[config.mk]
export PLATFORM = sky130hd
export DESIGN_NAME = background_model_ctrl
export DESIGN_NICKNAME = d
export VERILOG_FILES = /design/src/rtl/background_model_ctrl.sv
export SDC_FILE = /design/constraint.sdc
export NUM_CORES = 1
export LEC_CHECK = 0
export CAP_MARGIN = 20
export CORE_AREA = 2 2 66 99
export CTS_CLUSTER_SIZE = 16
export DETAILED_ROUTE_END_ITERATION = 7
export DIE_AREA = 0 0 68 101
export GPL_TIMING_DRIVEN = 0
export PLACE_DENSITY = 0.84
export SYNTH_ARGS = -nofsm -noshare
export SYNTH_HDL_FRONTEND = slang
export SYNTH_SLANG_ARGS = --single-unit
[constraint.sdc]
create_clock -name aclk -period 3.2 [get_ports aclk]
set_input_delay 0.48 -clock aclk [delete_from_list [all_inputs] [get_ports aclk]]
set_output_delay 0.48 -clock aclk [all_outputs]
set_load 0.02 [all_outputs]
[src/rtl/background_model_ctrl.sv]
// background_model_ctrl
//
// Frame-level sequencer for the background-model pipeline. It watches the
// input AXI-Stream handshake and decides when the model runs (ce) and when
// new thresholds/alpha take effect. Mode and parameter changes only happen
// at frame boundaries, after the fixed-latency model pipeline has drained,
// so no output frame mixes bypass and model processing or mixes parameters.
// A warm-up phase passes a number of frames in bypass first, so the
// background buffer is seeded with live data before the model is enabled.
//
// Ports:
//   aclk         clock
//   areset       synchronous active-high reset
//   enable       level: 1 requests model operation, 0 requests bypass
//   cfg_bg_th    requested background threshold
//   cfg_fd_th    requested frame-difference threshold
//   cfg_alpha    requested alpha
//   cfg_update   one-cycle pulse: capture cfg_* into the shadow registers
//   in_tvalid    ungated upstream tvalid
//   in_tready    ungated model input tready
//   in_tuser     start-of-frame marker
//   in_tlast     end marker; an accepted tlast beat ends the frame
//   stall        1 = integration gates in_tvalid and in_tready low
//   ce           model enable (0 = bypass)
//   bg_th        applied background threshold
//   fd_th        applied frame-difference threshold
//   alpha        applied alpha
//   state        IDLE=0, WARMUP=1, RUN=2, DRAIN=3
//   cfg_pending  shadow parameters not yet applied
//   frame_count  accepted frames in every state, wraps

module background_model_ctrl #(
    parameter int unsigned LATENCY       = 7,
    parameter int unsigned WARMUP_FRAMES = 4,
    parameter int unsigned FCNT_WIDTH    = 16
) (
    input  logic                  aclk,
    input  logic                  areset,
    input  logic                  enable,
    input  logic [7:0]            cfg_bg_th,
    input  logic [7:0]            cfg_fd_th,
    input  logic [7:0]            cfg_alpha,
    input  logic                  cfg_update,
    input  logic                  in_tvalid,
    input  logic                  in_tready,
    input  logic                  in_tuser,
    input  logic                  in_tlast,
    output logic                  stall,
    output logic                  ce,
    output logic [7:0]            bg_th,
    output logic [7:0]            fd_th,
    output logic [7:0]            alpha,
    output logic [1:0]            state,
    output logic                  cfg_pending,
    output logic [FCNT_WIDTH-1:0] frame_count
);

    typedef enum logic [1:0] {
        ST_IDLE   = 2'd0,
        ST_WARMUP = 2'd1,
        ST_RUN    = 2'd2,
        ST_DRAIN  = 2'd3
    } state_t;

    // Drain counter loads LATENCY-1 and exits on zero: LATENCY stall cycles.
    localparam int unsigned DCNT_W = (LATENCY > 1) ? $clog2(LATENCY) : 1;
    localparam logic [DCNT_W-1:0] DRAIN_LOAD = DCNT_W'((LATENCY > 0) ? LATENCY - 1 : 0);

    // Warm counter holds completed warm-up frames; the frame that brings it
    // to WARMUP_FRAMES triggers the drain, so compare against the last index.
    localparam int unsigned WCNT_W = (WARMUP_FRAMES > 1) ? $clog2(WARMUP_FRAMES + 1) : 1;
    localparam logic [WCNT_W-1:0] WARM_LAST =
        WCNT_W'((WARMUP_FRAMES > 0) ? WARMUP_FRAMES - 1 : 0);

    state_t              cur_state;
    logic                drain_to_run;   // drain target: 1 = RUN, 0 = IDLE
    logic [DCNT_W-1:0]   drain_cnt;
    logic [WCNT_W-1:0]   warm_cnt;
    logic                in_frame;
    logic [7:0]          sh_bg_th;
    logic [7:0]          sh_fd_th;
    logic [7:0]          sh_alpha;

    logic beat;
    logic eof;
    logic boundary;
    logic drain_done;
    logic apply_cfg;

    assign state = cur_state;
    assign stall = (cur_state == ST_DRAIN);

    // Handshake as seen by the model, i.e. after our own gating.
    assign beat     = in_tvalid & in_tready & ~stall;
    assign eof      = beat & in_tlast;
    // Either the frame just ended, or we are idle between frames.
    assign boundary = eof | (~in_frame & ~beat);

    assign drain_done = (cur_state == ST_DRAIN) && (drain_cnt == '0);

    // Bypass states may change parameters at any boundary (no model output
    // to corrupt); RUN only changes them through a drain.
    always_comb begin
        apply_cfg = 1'b0;
        if (cfg_pending) begin
            if ((cur_state == ST_IDLE || cur_state == ST_WARMUP) && boundary)
                apply_cfg = 1'b1;
            else if (drain_done)
                apply_cfg = 1'b1;
        end
    end

    always_ff @(posedge aclk) begin
        if (areset) begin
            cur_state    <= ST_IDLE;
            drain_to_run <= 1'b0;
            drain_cnt    <= '0;
            warm_cnt     <= '0;
            in_frame     <= 1'b0;
            ce           <= 1'b0;
            bg_th        <= '0;
            fd_th        <= '0;
            alpha        <= '0;
            sh_bg_th     <= '0;
            sh_fd_th     <= '0;
            sh_alpha     <= '0;
            cfg_pending  <= 1'b0;
            frame_count  <= '0;
        end else begin
            if (eof)
                frame_count <= frame_count + 1'b1;

            // tlast takes priority over tuser on the same beat.
            if (beat) begin
                if (in_tlast)
                    in_frame <= 1'b0;
                else if (in_tuser)
                    in_frame <= 1'b1;
            end

            // Apply first, then capture: an update on the apply cycle stays
            // pending, and the applied values are the previous shadow.
            if (apply_cfg) begin
                bg_th       <= sh_bg_th;
                fd_th       <= sh_fd_th;
                alpha       <= sh_alpha;
                cfg_pending <= 1'b0;
            end
            if (cfg_update) begin
                sh_bg_th    <= cfg_bg_th;
                sh_fd_th    <= cfg_fd_th;
                sh_alpha    <= cfg_alpha;
                cfg_pending <= 1'b1;
            end

            case (cur_state)
                ST_IDLE: begin
                    if (boundary && enable) begin
                        if (WARMUP_FRAMES == 0) begin
                            cur_state    <= ST_DRAIN;
                            drain_to_run <= 1'b1;
                            drain_cnt    <= DRAIN_LOAD;
                        end else begin
                            cur_state <= ST_WARMUP;
                            warm_cnt  <= '0;
                        end
                    end
                end

                ST_WARMUP: begin
                    if (eof)
                        warm_cnt <= warm_cnt + 1'b1;
                    // Disable wins over finishing warm-up on the same boundary.
                    if (boundary && !enable) begin
                        cur_state <= ST_IDLE;
                    end else if (eof && warm_cnt == WARM_LAST) begin
                        cur_state    <= ST_DRAIN;
                        drain_to_run <= 1'b1;
                        drain_cnt    <= DRAIN_LOAD;
                    end
                end

                ST_RUN: begin
                    // Disable and pending cfg share one drain; the pending
                    // parameters are applied on its exit either way.
                    if (boundary && (!enable || cfg_pending)) begin
                        cur_state    <= ST_DRAIN;
                        drain_to_run <= enable;
                        drain_cnt    <= DRAIN_LOAD;
                    end
                end

                ST_DRAIN: begin
                    // ce holds its value during the drain and flips on exit.
                    if (drain_cnt == '0) begin
                        cur_state <= drain_to_run ? ST_RUN : ST_IDLE;
                        ce        <= drain_to_run;
                    end else begin
                        drain_cnt <= drain_cnt - 1'b1;
                    end
                end

                default: cur_state <= ST_IDLE;
            endcase
        end
    end

endmodule

### Word level (Yosys, flattened, before mapping)

Index checks and enable logic that the tools add are counted.
Widths: inputs -> output; s select.

| storage, ports and cells | value |
|---|---|
| output and inout port bits | 45 |
| register bits after elaboration | 76 |

| operators by class | value |
|---|---|
| add/sub/neg operators | 3 |
| bitwise logic cells | 8 |
| reductions and logical operators | 22 |
| eq/ne operators | 12 |
| multiplexer cells | 26 |

Operator list:

| operator | number |
|---|---|
| $mux 3 | 6 |
| $add 16x1->16 const B | 1 |
| $mux 2 | 6 |
| $mux 1 | 10 |
| $pmux 3 s3 | 1 |
| $ne 2x2->1 const B | 4 |
| $pmux 2 s4 | 1 |
| $reduce_and 4->1 | 2 |
| $reduce_bool 2->1 | 4 |
| $logic_and 1x1->1 | 6 |
| $ne 2x1->1 const B | 3 |
| $pmux 3 s2 | 1 |
| $reduce_and 5->1 | 1 |
| $and 1x1->1 | 4 |
| $eq 2x2->1 const B | 2 |
| $reduce_and 2->1 | 2 |
| $add 3x1->3 const B | 1 |
| $eq 3x2->1 const B | 1 |
| $logic_not 3->1 | 1 |
| $ne 3x1->1 const B | 1 |
| $not 1->1 | 3 |
| $reduce_and 3->1 | 1 |
| $reduce_bool 3->1 | 1 |
| $sub 3x1->3 const B | 1 |
| 6 further kinds | 7 |

### Logic depth before layout (Yosys ltp)

| logic depth | value |
|---|---|
| depth after elaboration | 11 |
| mapped depth | 8 |
| mapped depth without buffers | 7 |

### Worst setup path before layout

Ideal clock, no wire load.

| path | value |
|---|---|
| path type | register to register |
| start | register cur_state[1], in the netlist state[1] |
| end | register drain_cnt[1] |
| library setup time | 128 ps |
| clock period less this slack | 1,632 ps |
| path slack | 1,568 ps |
| required time | 3,072 ps |
| cell stages (with the launch flop) | 8 |
| data arrival time | 1,504 ps |
| cells stage by stage | dfxtp_1 -> buf_4 -> nand2_4 -> inv_4 -> nor2_4 -> or2_1 -> a32oi_1 -> o21ai_0 |

| on the way | value |
|---|---|
| cells in the longest elaborated chain, start to end | 9 |
| elaborated cells on any way between the ends | 19 |
| classes of those cells | eq/ne: 7; mux: 1; bitwise: 6; reduce/logical: 5 |

Ends and longest elaborated chain:

| item | line | source |
|---|---|---|
| from (decl) | 75 | `state_t cur_state;` |
| from (signal assigned) | 196 | `cur_state <= drain_to_run ? ST_RUN : ST_IDLE;` |
| $eq 2x2->1 * | 91 | `assign stall = (cur_state == ST_DRAIN);` |
| via stall | 48 | `output logic stall,` |
| $not 1->1 | 94 | `assign beat = in_tvalid & in_tready & ~stall;` |
| $and 1x1->1 | 94 |  |
| $not 1->1 | 97 | `assign boundary = eof \| (~in_frame & ~beat);` |
| $and 1x1->1 | 97 |  |
| $or 1x1->1 | 97 |  |
| $logic_and 1x1->1, on equally long branches | 174, 186 |  |
| $ne 2x2->1 (no line) | -- |  |
| $reduce_and 5->1 (no line) | -- |  |
| to (signal assigned) | 199 | `drain_cnt <= drain_cnt - 1'b1;` |
| to (decl) | 77 | `logic [DCNT_W-1:0] drain_cnt;` |

Mark *: on every way through the listed nets, which the timed path passes. The rest lies on a longest branch.
A chain may end at the register's enable or synchronous reset.

### Final worst setup path

| path | value |
|---|---|
| start | register cur_state[1], in the netlist state[1] |
| end | output port stall |

| on the way | value |
|---|---|
| cells in the longest elaborated chain, start to end | 1 |

Ends and longest elaborated chain:

| item | line |
|---|---|
| $eq 2x2->1 | 91 |
| to (decl) | 48 |

No other way between the ends.

==> metrics.cfg <==
[yosys]
synth-seq-cells=76
synth_cell_types=46
avgSynthCellArea_um2=9.04
synth_cells=337
ys.flop_type=dfxtp_1
synth_area_um2=3050
synthArstFlopShare_pct=0
synth_area_leader_cell=dfxtp_1
ys_top_cells_by_count=dfxtp_1 (76), nand2_1 (59), nor2_1 (51)
yosysTopAreaCellShare_pct=50.0
ys_seq_area_share_pct=50.0
synth_edf_count=0
yosysMostFrequentCell=dfxtp_1
yosysWarnings=0
synth_fp_nets=374
synthTopCellsByArea=dfxtp_1 (50%), mux2i_1 (8.5%), nand2_1 (7.3%), nor2_1 (6.3%), a21oi_1 (4.6%)

[power_and_ir_drop]
finalPower_mw=2.00
leakagePower_nw=1.57
irDropWorstVdd_v=0.000246
p_per_area_nw_per_um2=486

[flow_run]
drv_cap=0

[sta]
clock.fmax_ghz=0.464
max-slew-margin-rel_pct=66.4
final-hold-violation-count=0
timing.final.max_slew_violations=0
fin_crit_ns=2.16
setup_tns_ns=0
layout_worst_path_cycle_share_pct=67.4
tightest_slew_ns=0.505
finalSetupViolations=0
finalClockSkew_ns=0.00749
rsz0062_at_grt=false

[cells_and_area]
drive_gt1_share_pct=8.64
num_antenna_cells=0
multi_input_area_um2=1420
seq_area_um2=1520
area_growth_pct=35.0
fin_nets=460
nFillCells=480

[clocking]
clock_sinks=76
cts_made_buffers=9
path_clk_slew_ns=0.08
htreeDepth=3
cts_buffer_depth=2
cts_hold_buf=0
cts_root_buf=clkbuf_8
clk_latency_ns=0.34
cts_tree=yes
post-cts-setup-buffer-count=0
cts.repair.resized=0

[worst_setup_path]
r2r_end=fd_th[4]
cp_data_arrival_time_ns=1.68
end_kind=primary output
worst_ep_required_time_ns=2.72
critPathKind=flop to primary output
path_max_fanout=8
r2r_slack_ns=1.46
crit_path_start_kind=flop
reg2reg_depth=8
reg2reg_from=drain_cnt[0]

[detailed_routing]
ant_nets=0
first_iter_violations=117
drt_first_pass_iters=4
avgViaCountPerCell=5.09
drc=0
drt_wl_total_um=6840
wl_per_cell_um=13.6
vias=2555

[floorplan]
start_util_pct=50.4
die_h_um=101
pin_count=77
rows=35
core_um2=6040
die_area_um2=6870
die_w_um=68

[placement]
gp_congestion=0.869
dp_hpwl_um=5010
port_buffers=75

[min_path]
min_path_cells=2
hold_end=bg_th[5]
min_from=sh_bg_th[5]
hold_path.class=flop to flop

[global_route]
grt_max_degree=14
grt_first_pass_wirelength_um=10900
antenna_found_initial=0
grt_pass1_vias=2464
grt-ovfl-total=0
grtUsageTotal_pct=21.1

[run_status]
status=finished clean

## layout make-up
type / count / area share (%)
Multi-Input combinational cell: 238 / 34.4
Timing Repair Buffer: 75 / 18.3
Inverter: 6 / 0.608
Buffer: 17 / 2.04
Tap cell: 74 / 2.25
Sequential cell: 76 / 37.0
Clock buffer: 10 / 3.35
Clock inverter: 6 / 2.10
## layer usage
layer  up-vias  GRT usage, %  part of all wire [%]
li1       1294             -                     -
met1      1180          22.9                    40
met5         -             0                     0
met4         0          9.54                   2.2
met2        71          37.8                    53
met3        10          4.47                   4.3
## critical path, cell delays in order (launching register included)
cell             delay (ns)
dfxtp_1                0.34
buf_4                  0.17
nand2_4                0.09
inv_4                  0.12
clkdlybuf4s50_1        0.61
## through the flow
step	std cells	utilization [%]	cell area (µm²)	setup WS [ns]	hold WS (ns)
6_report	502	68.1	4110	1.04	0.450
5_1_grt	502	68.1	4110	0.986	0.472
4_1_cts	502	68.1	4110	1.03	0.449
3_5_place_dp	486	64.3	3890	0.885	0.441
3_3_place_gp	486	64.3	3890	0.918	0.434
2_1_floorplan	337	-	3050	1.57	0.425
## cell families after synthesis
kind of cell             count (synthesis)  synth area share, %
AND/OR/NAND/NOR                        142                 21.9
flip-flops                              76                 50.0
XOR/XNOR                                15                 4.31
AO/OA/AOI/OAI                           50                 9.61
multiplexers                            26                 8.55
buffers and inverters                   23                 3.57
adder cells (fa/ha/maj)                  5                 2.05
## placed cells by master, fill, tap and decap left out, types with 2 or more instances in the layout
master	Yosys	routed
a21oi_1	28	28
a31oi_1	4	4
bufinv_16	0	2
clkbuf_8	0	10
nand2b_1	3	3
inv_1	5	5
buf_2	4	4
and3_1	3	3
buf_4	4	4
clkbuf_1	8	8
xor2_1	13	13
nand4_1	5	5
nand3_1	6	6
a22oi_1	2	2
o21ai_0	6	6
ha_1	5	5
dfxtp_1	76	76
nor2_1	51	51
xnor2_1	2	2
clkdlybuf4s50_1	0	75
clkinv_2	0	2
mux2i_1	26	26
nand2_1	59	59
## registers in the layout, indices dropped and copies added (netlist names)
signal and cells:
in_frame 1, sh_fd_th 8, bg_th 8, alpha 8
sh_alpha 8, fd_th 8, sh_bg_th 8, frame_count 16
warm_cnt 3, ce 1, cfg_pending 1, drain_cnt 3
state 2, drain_to_run 1
## where the power goes
part	internal, mW	total [mW]	switching [mW]
Combinational	0.0941	0.196	0.102
Sequential	0.977	0.995	0.0181
Clock	0.460	0.808	0.347
Total	1.53	2.00	0.467
## how the worst max path moves through the flow
stage               slack [ns]  depth (start not counted)  startpoint         endpoint
finish                    1.04                          4    state[1]            stall
global route              0.99                          4    state[1]            stall
CTS                       1.03                          4    state[1]            stall
detailed placement        0.89                          6   in_tready   frame_count[7]
global placement          0.92                          6   in_tready  frame_count[15]
floorplan                 1.57                          7    state[1]     drain_cnt[1]
Note: power is estimated with default switching activity, not from simulation.
